File: src/rtl/vector_update_sequencer.sv
// vector_update_sequencer: drives one element-wise CG vector update pass.
// Issues per-word read strobes (held off by hold), delays each through a
// PIPE_LATENCY-deep shift register and turns the delayed strobe into the
// registered write enables and write index for the address controller.
module vector_update_sequencer #(
  parameter int no_of_units   = 8,
  parameter int PIPE_LATENCY  = 4,
  parameter int address_width = 32
) (
  input  logic                     clk,
  input  logic                     reset,
  input  logic                     go,
  input  logic                     mode,
  input  logic [31:0]              total,
  input  logic                     hold,
  output logic                     read_again,
  output logic                     read_again_2,
  output logic                     result_mem_we_4,
  output logic                     result_mem_we_5,
  output logic                     result_mem_we_6,
  output logic [address_width-1:0] result_mem_counter_5,
  output logic                     busy,
  output logic                     done
);

  // Stages held in flops; the last stage feeds the registered write strobes.
  localparam int SR_W = (PIPE_LATENCY > 1) ? (PIPE_LATENCY - 1) : 1;

  typedef enum logic [1:0] {
    S_IDLE  = 2'd0,
    S_ISSUE = 2'd1,
    S_DRAIN = 2'd2,
    S_DONE  = 2'd3
  } state_t;

  state_t                   state_q, state_d;
  logic                     mode_q, mode_d;
  logic [31:0]              n_q, n_d;
  logic [31:0]              issue_cnt_q, issue_cnt_d;
  logic [31:0]              write_cnt_q, write_cnt_d;
  logic [SR_W-1:0]          sr_q, sr_d;
  logic                     we4_q, we4_d;
  logic                     we5_q, we5_d;
  logic                     we6_q, we6_d;
  logic [address_width-1:0] cnt5_q, cnt5_d;
  logic                     busy_q, busy_d;
  logic                     done_q, done_d;
  logic                     last_wr_q, last_wr_d;

  logic                     rd_s;
  logic                     tap_s;
  logic [PIPE_LATENCY-1:0]  line_s;

  // Read strobe follows hold in the same cycle so a held cycle never reads.
  assign rd_s         = (state_q == S_ISSUE) && !hold;
  assign read_again   = rd_s && !mode_q;
  assign read_again_2 = rd_s && mode_q;

  assign result_mem_we_4      = we4_q;
  assign result_mem_we_5      = we5_q;
  assign result_mem_we_6      = we6_q;
  assign result_mem_counter_5 = cnt5_q;
  assign busy                 = busy_q;
  assign done                 = done_q;

  // Delay line view: stage 0 is the live read strobe, the top stage is the tap.
  always_comb begin
    line_s    = '0;
    line_s[0] = rd_s;
    for (int i = 1; i < PIPE_LATENCY; i++) begin
      line_s[i] = sr_q[i-1];
    end
    tap_s = line_s[PIPE_LATENCY-1];
    sr_d  = line_s[SR_W-1:0];
  end

  // Next-state, counter and write-strobe computation.
  always_comb begin
    state_d     = state_q;
    mode_d      = mode_q;
    n_d         = n_q;
    issue_cnt_d = issue_cnt_q;
    write_cnt_d = write_cnt_q;
    cnt5_d      = cnt5_q;
    busy_d      = busy_q;
    done_d      = 1'b0;

    // A tap hit is a write cycle; the index holds between writes.
    if (tap_s) begin
      we4_d       = !mode_q;
      we5_d       = !mode_q;
      we6_d       = mode_q;
      cnt5_d      = write_cnt_q[address_width-1:0];
      write_cnt_d = write_cnt_q + 32'd1;
      last_wr_d   = (write_cnt_q == (n_q - 32'd1));
    end else begin
      we4_d     = 1'b0;
      we5_d     = 1'b0;
      we6_d     = 1'b0;
      last_wr_d = 1'b0;
    end

    case (state_q)
      S_IDLE: begin
        if (go) begin
          mode_d      = mode;
          n_d         = total / 32'(no_of_units);
          issue_cnt_d = 32'd0;
          write_cnt_d = 32'd0;
          if (n_d != 32'd0) begin
            state_d = S_ISSUE;
            busy_d  = 1'b1;
          end else begin
            // Empty pass: report completion immediately without going busy.
            state_d = S_DONE;
            done_d  = 1'b1;
          end
        end else begin
          state_d = S_IDLE;
        end
      end
      S_ISSUE: begin
        if (rd_s) begin
          issue_cnt_d = issue_cnt_q + 32'd1;
          if (issue_cnt_q == (n_q - 32'd1)) begin
            state_d = S_DRAIN;
          end else begin
            state_d = S_ISSUE;
          end
        end else begin
          state_d = S_ISSUE;
        end
      end
      S_DRAIN: begin
        // last_wr_q is high in the cycle the final write strobe is on the port.
        if (last_wr_q) begin
          state_d = S_DONE;
          done_d  = 1'b1;
          busy_d  = 1'b0;
        end else begin
          state_d = S_DRAIN;
        end
      end
      S_DONE: begin
        state_d = S_IDLE;
      end
      default: begin
        state_d = S_IDLE;
        busy_d  = 1'b0;
      end
    endcase
  end

  // State and output registers with synchronous reset.
  always_ff @(posedge clk) begin
    if (reset) begin
      state_q     <= S_IDLE;
      mode_q      <= 1'b0;
      n_q         <= 32'd0;
      issue_cnt_q <= 32'd0;
      write_cnt_q <= 32'd0;
      sr_q        <= '0;
      we4_q       <= 1'b0;
      we5_q       <= 1'b0;
      we6_q       <= 1'b0;
      cnt5_q      <= '0;
      busy_q      <= 1'b0;
      done_q      <= 1'b0;
      last_wr_q   <= 1'b0;
    end else begin
      state_q     <= state_d;
      mode_q      <= mode_d;
      n_q         <= n_d;
      issue_cnt_q <= issue_cnt_d;
      write_cnt_q <= write_cnt_d;
      sr_q        <= sr_d;
      we4_q       <= we4_d;
      we5_q       <= we5_d;
      we6_q       <= we6_d;
      cnt5_q      <= cnt5_d;
      busy_q      <= busy_d;
      done_q      <= done_d;
      last_wr_q   <= last_wr_d;
    end
  end

endmodule
File: config.mk
export PLATFORM = sky130hd
export DESIGN_NAME = vector_update_sequencer
export DESIGN_NICKNAME = d
export VERILOG_FILES = /design/src/rtl/vector_update_sequencer.sv
export SDC_FILE = /design/constraint.sdc
export NUM_CORES = 1
export LEC_CHECK = 0
export BUFFER_PORTS_ARGS = -buffer_cell sky130_fd_sc_hd__buf_2
export CAP_MARGIN = 20
export CORE_AREA = 3 3 96 167
export DETAILED_ROUTE_END_ITERATION = 10
export DIE_AREA = 0 0 99 170
export HOLD_SLACK_MARGIN = 0.03
export PLACE_DENSITY = 0.68
export SYNTH_ARGS = -nofsm -noshare
export SYNTH_HDL_FRONTEND = slang
export SYNTH_SLANG_ARGS = --single-unit
File: constraint.sdc
create_clock -name clk -period 7.3 [get_ports clk]
set_input_delay 0.365 -clock clk [delete_from_list [all_inputs] [get_ports clk]]
set_output_delay 0.365 -clock clk [all_outputs]
set_load 0.01 [all_outputs]
==> results of run 1 <==
metrics by stage:
step	setup slack, ns	utilization (%)
3_5_place_dp	3.75	52.0
4_1_cts	3.70	56.1
6_report	3.60	56.1
3_3_place_gp	3.77	52.0
2_1_floorplan	4.46	-
5_1_grt	3.43	56.1
cell usage in the layout, fill, tap and decap left out, types with 23 or more instances in the layout:
cell / synthesis / final
buf_2: 3 / 72
nor2_1: 117 / 117
xnor2_1: 66 / 66
dfxtp_1: 136 / 135
mux2i_1: 36 / 36
xor2_1: 36 / 36
a21oi_1: 50 / 50
nor3_1: 27 / 27
nand2_1: 95 / 95
nand3_1: 33 / 33
nor4_1: 23 / 23
power by group through the flow:
stage / clock, W / combinational (W) / sequential (W)
after floorplan: 0 / 0.000375 / 0.000792
after CTS: 0.000899 / 0.000476 / 0.000801
final: 0.000886 / 0.000480 / 0.000803
after global placement: 0 / 0.000471 / 0.000817
after detailed placement: 0 / 0.000473 / 0.000817
after global routing: 0.000934 / 0.000518 / 0.000806
final cells by class:
class | count | area (µm²)
Tap cell | 183 | 229
Clock buffer | 18 | 439
Multi-Input combinational cell | 676 | 4280
Timing Repair Buffer | 78 | 405
Clock inverter | 14 | 161
Fill cell | 1405 | 6520
Sequential cell | 136 | 2720
Inverter | 21 | 78.8
tightest hold or removal path, cell delays in order:
cell and delay [ns]:
buf_2 0.09, nand2_1 0.05, a21oi_1 0.05
worst min path at each step:
stage             from  endpoint  slack (ns)  cells past startpoint
2_1_floorplan  sr_q[0]   sr_q[1]        0.41                      1
3_3_place_gp   sr_q[0]   sr_q[1]        0.42                      1
3_5_place_dp   sr_q[0]   sr_q[1]        0.43                      1
4_1_cts           mode    mode_q        0.17                      3
5_1_grt           mode    mode_q        0.18                      3
6_report          mode    mode_q        0.18                      3
state kept, by name (all words and copies together) (netlist names), 2 cells and up:
| signal | cells |
|---|---|
| state_q | 2 |
| sr_q | 3 |
| issue_cnt_q | 32 |
| write_cnt_q | 32 |
| n_q | 29 |
| result_mem_counter_5 | 32 |
kinds of logic (layout without fill, tap and decap cells):
kind of cell | count (synthesis) | count (layout)
adder cells (fa/ha/maj) | 3 | 3
AO/OA/AOI/OAI | 119 | 119
flip-flops | 136 | 136
XOR/XNOR | 106 | 106
multiplexers | 37 | 37
buffers and inverters | 81 | 131
AND/OR/NAND/NOR | 411 | 411
routing by layer:
metal  vias to the layer above  share of wire [%]  global-route usage [%]
met5                         -                  0                       0
li1                       3223                  -                       -
met4                         0                4.6                    13.2
met3                        55                4.2                    3.16
met2                       194                 51                    41.9
met1                      3026                 40                    28.0
==> reports/qor.yml, run 1 <==
p_total_w: 0.00217
routed_wl_um: 19700
vias: 6498
r2r_end: "last_wr_q"
p_int_w: 0.00147
clkSlewWorstSetupHoldPaths_ns: 0.06
synth-xor-area-share_pct: 13.4
slew_headroom_pct: 35.1
endpoint: "last_wr_q"
htree_levels: 4
clock-root-buffer: "clkbuf_16"
crit_top_cell: "nor4_1"
slew_viol_final: 0
die_area_mm2: 0.0168
ctsHoldBuffers: 0
whs_ns: 0.180
via_per_inst: 5.77
async_reset_ff_share_pct: 0
start_util_pct: 49.4
dpl-instance-area_mm2: 0.00772
synthSimpleGateAreaFrac_pct: 28.8
fmax_mhz: 270
grt_start_max_net_pins: 58
period_share_pct: 50.6
synth_edf_count: 0
tightest_slew_ns: 0.964
place.gp.congestion: 0.919
drv_cap: 0
drt.antenna.violating_nets: 0
powerDensity_mw_per_mm2: 261
portBuffers: 72
post_cts_buffers: 0
final_nets: 970
cp_slowest_stage_delay_ns: 0.79
power_leakage_nw: 3.03
post-route-min-period_ns: 3.70
hp-class: "in2reg"
cp.arrival_ns: 3.96
synth_top_cell_by_area: "dfxtp_1"
grtUsageTotal_pct: 24.0
ys_seq_elements: 136
cp.required_ns: 7.56
fin_worst_skew_ns: 0.0101
drive_gt1_share_pct: 14.1
cp_top_family: "simple AND/OR/NAND/NOR gates"
cts_buffer_depth: 2
synth_area_leaders: "dfxtp_1 37%, xnor2_1 7.9%, nor2_1 6.0%"
yosysTopAreaCellShare_pct: 37.1
syn_inst: 893
yosysWarnings: 0
die_x_um: 99
power_frac_comb_pct: 22.1
dp_hpwl_um: 14400
tritoncts: "yes"
rr_startpoint: "n_q[0]"
synth_top_family_by_area: "simple AND/OR/NAND/NOR gates"
grt_pass1_wl_um: 32300
clkLatencyLatePin_ns: 0.42
status: "finished, final reports clean"
syn_area_mm2: 0.00734
wl_per_cell_um: 17.5
rsz0062_at_grt: "no"
gr-total-overflow: 0
syn_area_per_cell_um2: 8.21
die_h_um: 170
ff2ff_setup_slack_ns: 3.60
synth.area.mux_share_pct: 5.07
ys_top_cells_by_count: "136 x dfxtp_1, 117 x nor2_1, 95 x nand2_1, 66 x xnor2_1, 50 x a21oi_1"
crit_chain: "inv_1 > ha_1 > nor3b_1 > nand4_1 > nor4_1 > xnor2_1 > nor4_1 > nand4b_1 > nor4_1"
synth_cell_types: 66
antenna_found_initial: 0
crit_slowest_cell: "nor3b_1"
path_class: "reg2reg"
cts_buffers: 17
p_sw_share_pct: 32.1
drt_iter0_drc: 331
grt_pass1_vias: 6303
cp-startpoint: "n_q[0]"
fin_area_mm2: 0.00832
clkSinkCount: 136
cts.repair.resized: 0
critPathCaptureType: "flop"
crit_buf_inv: 1
p_clk_share_pct: 40.9
ys_seq_area_share_pct: 37.1
synth_fa_ha_area_share_pct: 0.512
ir_worst_vdd_uv: 163
setup_viol: 0
seqPwrFrac_pct: 37.0
rr_worst_depth: 9
p_sw_w: 0.000697
final_cells: 1126
synth_compound_area_share_pct: 10.5
hold_viol_final: 0
yosys.cell_count.top_type: "dfxtp_1"
syn-num-nets: 933
cp.depth: 9
io_pins: 76
antenna_cells: 0
drtPass1Iterations: 5
dp_cells: 1094
synth_ff_type: "dfxtp_1"
core_region_area_mm2: 0.0148
drc_errors: 0
area_growth_syn_to_layout_pct: 13.4
rows: 59
critPathMaxFanout: 8
start_kind: "flop"
fin_setup_tns_ns: 0
No activity file was read; power rests on OpenSTA's default activity.
==> inputs of run 2 (changes only) <==
==> constraint.sdc (replaced) <==
create_clock -name clk -period 3.8 [get_ports clk]
set_input_delay 0.19 -clock clk [delete_from_list [all_inputs] [get_ports clk]]
set_output_delay 0.19 -clock clk [all_outputs]
set_load 0.01 [all_outputs]
==> reports/qor.yml, run 2 (same netlist as run 1, synthesis figures left out) <==
status: "finished, final reports clean"
fin_worst_skew_ns: 0.00694  # -0.00320 ns
place.gp.congestion: 0.970  # +5.6%
crit_buf_inv: 1  # unchanged
drc_errors: 0  # unchanged
cp_slowest_stage_delay_ns: 0.51  # -0.28 ns
p_int_w: 0.00290  # +97%
p_sw_w: 0.00130  # +86%
wl_per_cell_um: 17.0  # -2.3%
drtPass1Iterations: 7  # +2
fmax_mhz: 312  # +16%
p_clk_share_pct: 40.6  # -0.3 points
path_class: "reg2reg"
clkLatencyLatePin_ns: 0.42  # about the same
cp.required_ns: 4.08  # -3.48 ns
start_util_pct: 49.4  # unchanged
slew_viol_final: 0  # unchanged
gr-max-usage-layer: "met2"
portBuffers: 72  # unchanged
vias: 6683  # +2.8%
p_sw_share_pct: 30.9  # -1.3 points
cts_buffers: 17  # unchanged
io_pins: 76  # unchanged
via_per_inst: 5.76  # -0.17%
drive_gt1_share_pct: 14.1  # +0.021 points
period_share_pct: 84.2  # +34 points
tritoncts: "yes"
clock-root-buffer: "clkbuf_16"
hp-start: "total[19]"
final_nets: 1004  # +3.5%
powerDensity_mw_per_mm2: 485  # +86%
rows: 59  # unchanged
rr_worst_depth: 9  # unchanged
clkSlewWorstSetupHoldPaths_ns: 0.06  # about the same
cts_buffer_depth: 2  # unchanged
grtUsageTotal_pct: 24.5  # +0.48 points
dp_hpwl_um: 14600  # +1.1%
routed_wl_um: 19800  # +0.61%
dpl-instance-area_mm2: 0.00777  # +0.68%
worstHoldPathCells: 3  # unchanged
grt_pass1_vias: 6526  # +3.5%
fin_setup_tns_ns: 0  # unchanged
cp.arrival_ns: 3.48  # -0.48 ns
post_cts_buffers: 0  # unchanged
clkSinkCount: 136  # unchanged
tightest_slew_ns: 0.824  # -0.140 ns
crit_chain: "inv_1 > ha_1 > nor4b_1 > nand4_2 > a2bb2oi_1 > or4_1 > a2111o_1 > o31ai_1 > o311ai_1"
start_kind: "flop"
final_common_cell: "dfxtp_1"
rsz0062_at_grt: "no"
cp_top_family: "simple AND/OR/NAND/NOR gates"
die_x_um: 99  # unchanged
die_area_mm2: 0.0168  # unchanged
critPathCaptureType: "flop"
core_region_area_mm2: 0.0148  # unchanged
setup_viol: 0  # unchanged
post-route-min-period_ns: 3.20  # -0.497 ns
drt.antenna.violating_nets: 0  # unchanged
grt_start_max_net_pins: 80  # +38%
crit_slowest_cell: "nor4b_1"
area_growth_syn_to_layout_pct: 17.9
hold_path_end: "n_q[16]"
antenna_found_initial: 0  # unchanged
grt_use_met3_pct: 3.98  # +0.82 points
use_met2_pct: 42.6  # +0.67 points
fin_area_mm2: 0.00865  # +3.9%
whs_ns: 0.0436  # -0.137 ns
r2r_end: "state_q[0]"
cts.repair.resized: 0  # unchanged
die_h_um: 170  # unchanged
htree_levels: 4  # unchanged
mostFrequentLayoutCells: "135 x dfxtp_1, 117 x nor2_1, 95 x nand2_1"
grt_use_met1_pct: 28.1  # +0.14 points
hold_viol_final: 0  # unchanged
gr-total-overflow: 0  # unchanged
grt_pass1_wl_um: 33100  # +2.7%
ctsHoldBuffers: 27  # +27
ir_worst_vdd_uv: 280  # +71%
critPathMaxFanout: 10  # +2
seqPwrFrac_pct: 36.6  # -0.4 points
rr_startpoint: "n_q[0]"
drv_cap: 0  # unchanged
slew_headroom_pct: 45.1  # +9.9 points
drt_iter0_drc: 258  # -22%
ff2ff_setup_slack_ns: 0.60  # -3.00 ns
antenna_cells: 0  # unchanged
power_frac_comb_pct: 22.7  # +0.6 points
hp-class: "in2reg"
power_leakage_nw: 3.18  # +5.0%
==> run 2: changes by cell type in the layout (fill, tap and decap cells not counted), moves of 2 or more <==
cell / change
inv_6: -5
buf_4: +7
clkbuf_1: +2
clkinv_4: +3
dlygate4sd3_1: +27
==> run 2: worst max path at each step <==
stage               startpoint         end  depth (start not counted)  slack, ns
finish                  n_q[0]  state_q[0]                          9       0.60
global route            n_q[0]  state_q[0]                          9       0.32
CTS                     n_q[0]  state_q[0]                          9       0.59
detailed placement      n_q[0]  state_q[0]                          9       0.60
global placement        n_q[0]  state_q[0]                          9       0.58
floorplan               n_q[0]  state_q[0]                         10       0.96
==> run 2: per-layer routing <==
metal  part of all wire [%]  up-vias
met1                     40     3139
met4                    4.8        0
met5                      0        -
met2                     52      194
met3                    4.0       72
li1                       -     3278
==> run 2: cell type report <==
cell class | count | area [µm²]
inverter | 21 | 78.8
tap | 183 | 229
multi-input combinational | 676 | 4280
clock buffer | 19 | 433
sequential | 136 | 2720
timing repair buffer | 112 | 728
clock inverter | 13 | 171
fill | 1396 | 6190
==> run 2: worst reg2reg max path: stages, from the launching register on <==
cell	delay, ns
dfxtp_1	0.38
inv_1	0.09
ha_1	0.21
nor4b_1	0.51
nand4_2	0.37
a2bb2oi_1	0.24
or4_1	0.50
a2111o_1	0.41
o31ai_1	0.22
o311ai_1	0.13
==> run 2: power by group through the flow <==
stage	Combinational, W	Sequential (W)	Clock, W
floorplan	0.000721	0.00152	0
global placement	0.000916	0.00156	0
detailed placement	0.000923	0.00157	0
CTS	0.000947	0.00154	0.00173
global route	0.00104	0.00154	0.00179
finish	0.000953	0.00154	0.00170
==> run 2: through the flow <==
step / cells / utilization, % / setup WS [ns] / total power [W]
global route: 1160 / 58.3 / 0.321 / 0.00437
finish: 1160 / 58.3 / 0.600 / 0.00420
detailed placement: 1101 / 52.4 / 0.600 / 0.00249
CTS: 1160 / 58.3 / 0.593 / 0.00421
floorplan: 893 / - / 0.961 / 0.00224
global placement: 1101 / 52.4 / 0.576 / 0.00248
==> inputs of run 3 (changes only) <==
--- a/config.mk
+++ b/config.mk
@@ -11,7 +11,7 @@
 export DETAILED_ROUTE_END_ITERATION = 10
 export DIE_AREA = 0 0 99 170
 export HOLD_SLACK_MARGIN = 0.03
-export PLACE_DENSITY = 0.68
+export PLACE_DENSITY = 0.71
 export SYNTH_ARGS = -nofsm -noshare
 export SYNTH_HDL_FRONTEND = slang
 export SYNTH_SLANG_ARGS = --single-unit
==> constraint.sdc (replaced) <==
create_clock -name clk -period 2.7 [get_ports clk]
set_input_delay 0.135 -clock clk [delete_from_list [all_inputs] [get_ports clk]]
set_output_delay 0.135 -clock clk [all_outputs]
set_load 0.01 [all_outputs]
==> reports/qor.yml, run 3 (same netlist as run 1, synthesis figures left out) <==
rr_worst_depth: 9  # unchanged
gr-total-overflow: 0  # unchanged
wl_per_cell_um: 18.0  # +5.8%
grtUsageTotal_pct: 27.1  # +2.6 points
start_kind: "flop"
post-route-util_pct: 65.8  # +7.5 points
cp.arrival_ns: 3.05  # -0.43 ns
setup_viol: 2  # +2
drv_cap: 0  # unchanged
wl_met3_um: 898  # +14%
hold_path_end: "result_mem_we_6"
clock-root-buffer: "clkbuf_16"
cp_slowest_stage_delay_ns: 0.50  # about the same
die_area_mm2: 0.0168  # unchanged
drive_gt1_share_pct: 25.9  # +12 points
fin_setup_tns_ns: -0.127  # -0.127 ns
start_util_pct: 49.4  # unchanged
antenna_found_initial: 0  # unchanged
crit_slowest_cell: "or4_1"
routed_wl_um: 22700  # +15%
hp-class: "in2reg"
dp_cells: 1179  # +7.1%
dp_hpwl_um: 16100  # +10%
tritoncts: "yes"
period_share_pct: 103  # +19 points
area_growth_syn_to_layout_pct: 33.1
fin_worst_skew_ns: 0.00932  # +0.00238 ns
post-route-min-period_ns: 2.77  # -0.425 ns
final_nets: 1100  # +9.6%
vias: 7164  # +7.2%
worstHoldPathCells: 3  # unchanged
top_layer: "met4"
cp.required_ns: 2.97  # -1.11 ns
slew_headroom_pct: 45.0  # -0.11 points
grt_pass1_vias: 7072  # +8.4%
drt_iter0_drc: 392  # +52%
antenna_cells: 0  # unchanged
power_leakage_nw: 3.76  # +18%
cp.depth: 9  # unchanged
io_pins: 76  # unchanged
die_h_um: 170  # unchanged
clkSlewWorstSetupHoldPaths_ns: 0.06  # about the same
crit_chain: "buf_6 > nor4_4 > buf_4 > and4_4 > a22oi_2 > or4_1 > a2111o_1 > o31ai_2 > o311ai_2"
whs_ns: 0.0377  # -0.00597 ns
met1Wirelength_um: 8670  # +11%
critPathMaxFanout: 5  # -5
powerDensity_mw_per_mm2: 680  # +40%
ff2ff_setup_slack_ns: -0.07  # -0.67 ns
status: "finished with violations"
grt_pass1_wl_um: 35900  # +8.2%
cts_buffers: 17  # unchanged
die_x_um: 99  # unchanged
rr_startpoint: "n_q[11]"
clkLatencyLatePin_ns: 0.43  # about the same
fmax_mhz: 360  # +15%
cts_buffer_depth: 2  # unchanged
ir_worst_vdd_uv: 450  # +61%
clkSinkCount: 136  # unchanged
crit_buf_inv: 2  # +1
via_per_inst: 5.70  # -1.0%
hp-start: "reset"
slew_viol_final: 0  # unchanged
path_class: "reg2reg"
final_cells: 1256  # +8.3%
violations: "negative setup slack"
rsz0062_at_grt: "yes"
drtPass1Iterations: 5  # -2
fin_ws_ns: -0.0748  # -0.675 ns
portBuffers: 72  # unchanged
core_region_area_mm2: 0.0148  # unchanged
r2r_end: "state_q[0]"
drc_errors: 0  # unchanged
route.met2.wl_um: 11700  # +15%
hold_viol_final: 0  # unchanged
final_common_cell: "dfxtp_1"
critPathCaptureType: "flop"
place.gp.congestion: 1.01  # +4.4%
grt_start_max_net_pins: 81  # +1.3%
rows: 59  # unchanged
drt.antenna.violating_nets: 0  # unchanged
tightest_slew_ns: 0.825  # +0.00167 ns
htree_levels: 4  # unchanged
cp_top_family: "simple AND/OR/NAND/NOR gates"
mostFrequentLayoutCells: "131 x dfxtp_1, 115 x nor2_1, 98 x buf_4"
-- run 3: report_power, final --
group	switching, W	internal [W]
combinational	0.00110	0.000976
sequential	0.0000688	0.00206
clock	0.000950	0.00149
total	0.00212	0.00452
-- run 3: worst max path at each step --
stage | from | endpoint | slack, ns
4_1_cts | n_q[1] | state_q[0] | -0.02
3_5_place_dp | n_q[0] | state_q[0] | -0.17
6_report | n_q[11] | state_q[0] | -0.07
3_3_place_gp | n_q[0] | state_q[0] | -0.13
5_1_grt | n_q[11] | state_q[1] | -0.14
2_1_floorplan | n_q[12] | state_q[0] | 0.0006
-- run 3: repair_timing --
item	4_1_cts	5_1_grt
pin swaps	16	10
setup buffers	10	5
cloned	1	0
endpoints found under the setup margin	3	3
endpoints found under the hold margin	29	0
hold buffers	29	0
gates resized for setup	47	28
-- run 3: area by class of cell --
| cell class | instances | area (µm²) |
|---|---|---|
| clock buffer | 19 | 443 |
| tap | 183 | 229 |
| clock inverter | 13 | 169 |
| multi-input combinational | 677 | 4620 |
| fill | 1227 | 5080 |
| inverter | 21 | 78.8 |
| sequential | 136 | 2740 |
| timing repair buffer | 207 | 1490 |
-- run 3: metrics by stage --
stage	instance area [µm²]	setup slack (ns)	power (W)
floorplan	7360	0.000645	0.00317
global placement	8400	-0.127	0.00383
detailed placement	8400	-0.169	0.00384
CTS	9570	-0.0182	0.00648
global route	9760	-0.143	0.00687
finish	9760	-0.0748	0.00664
-- run 3: per-layer routing --
metal | up-vias | track usage, %
li1 | 3477 | -
met1 | 3373 | 29.2
met2 | 236 | 48.7
met3 | 78 | 3.69
met4 | 0 | 17.5
met5 | - | 0
-- run 3: worst min-delay path, cell delays in order --
cell and delay (ns):
buf_2 0.09, nand2b_1 0.15, nor2_1 0.05
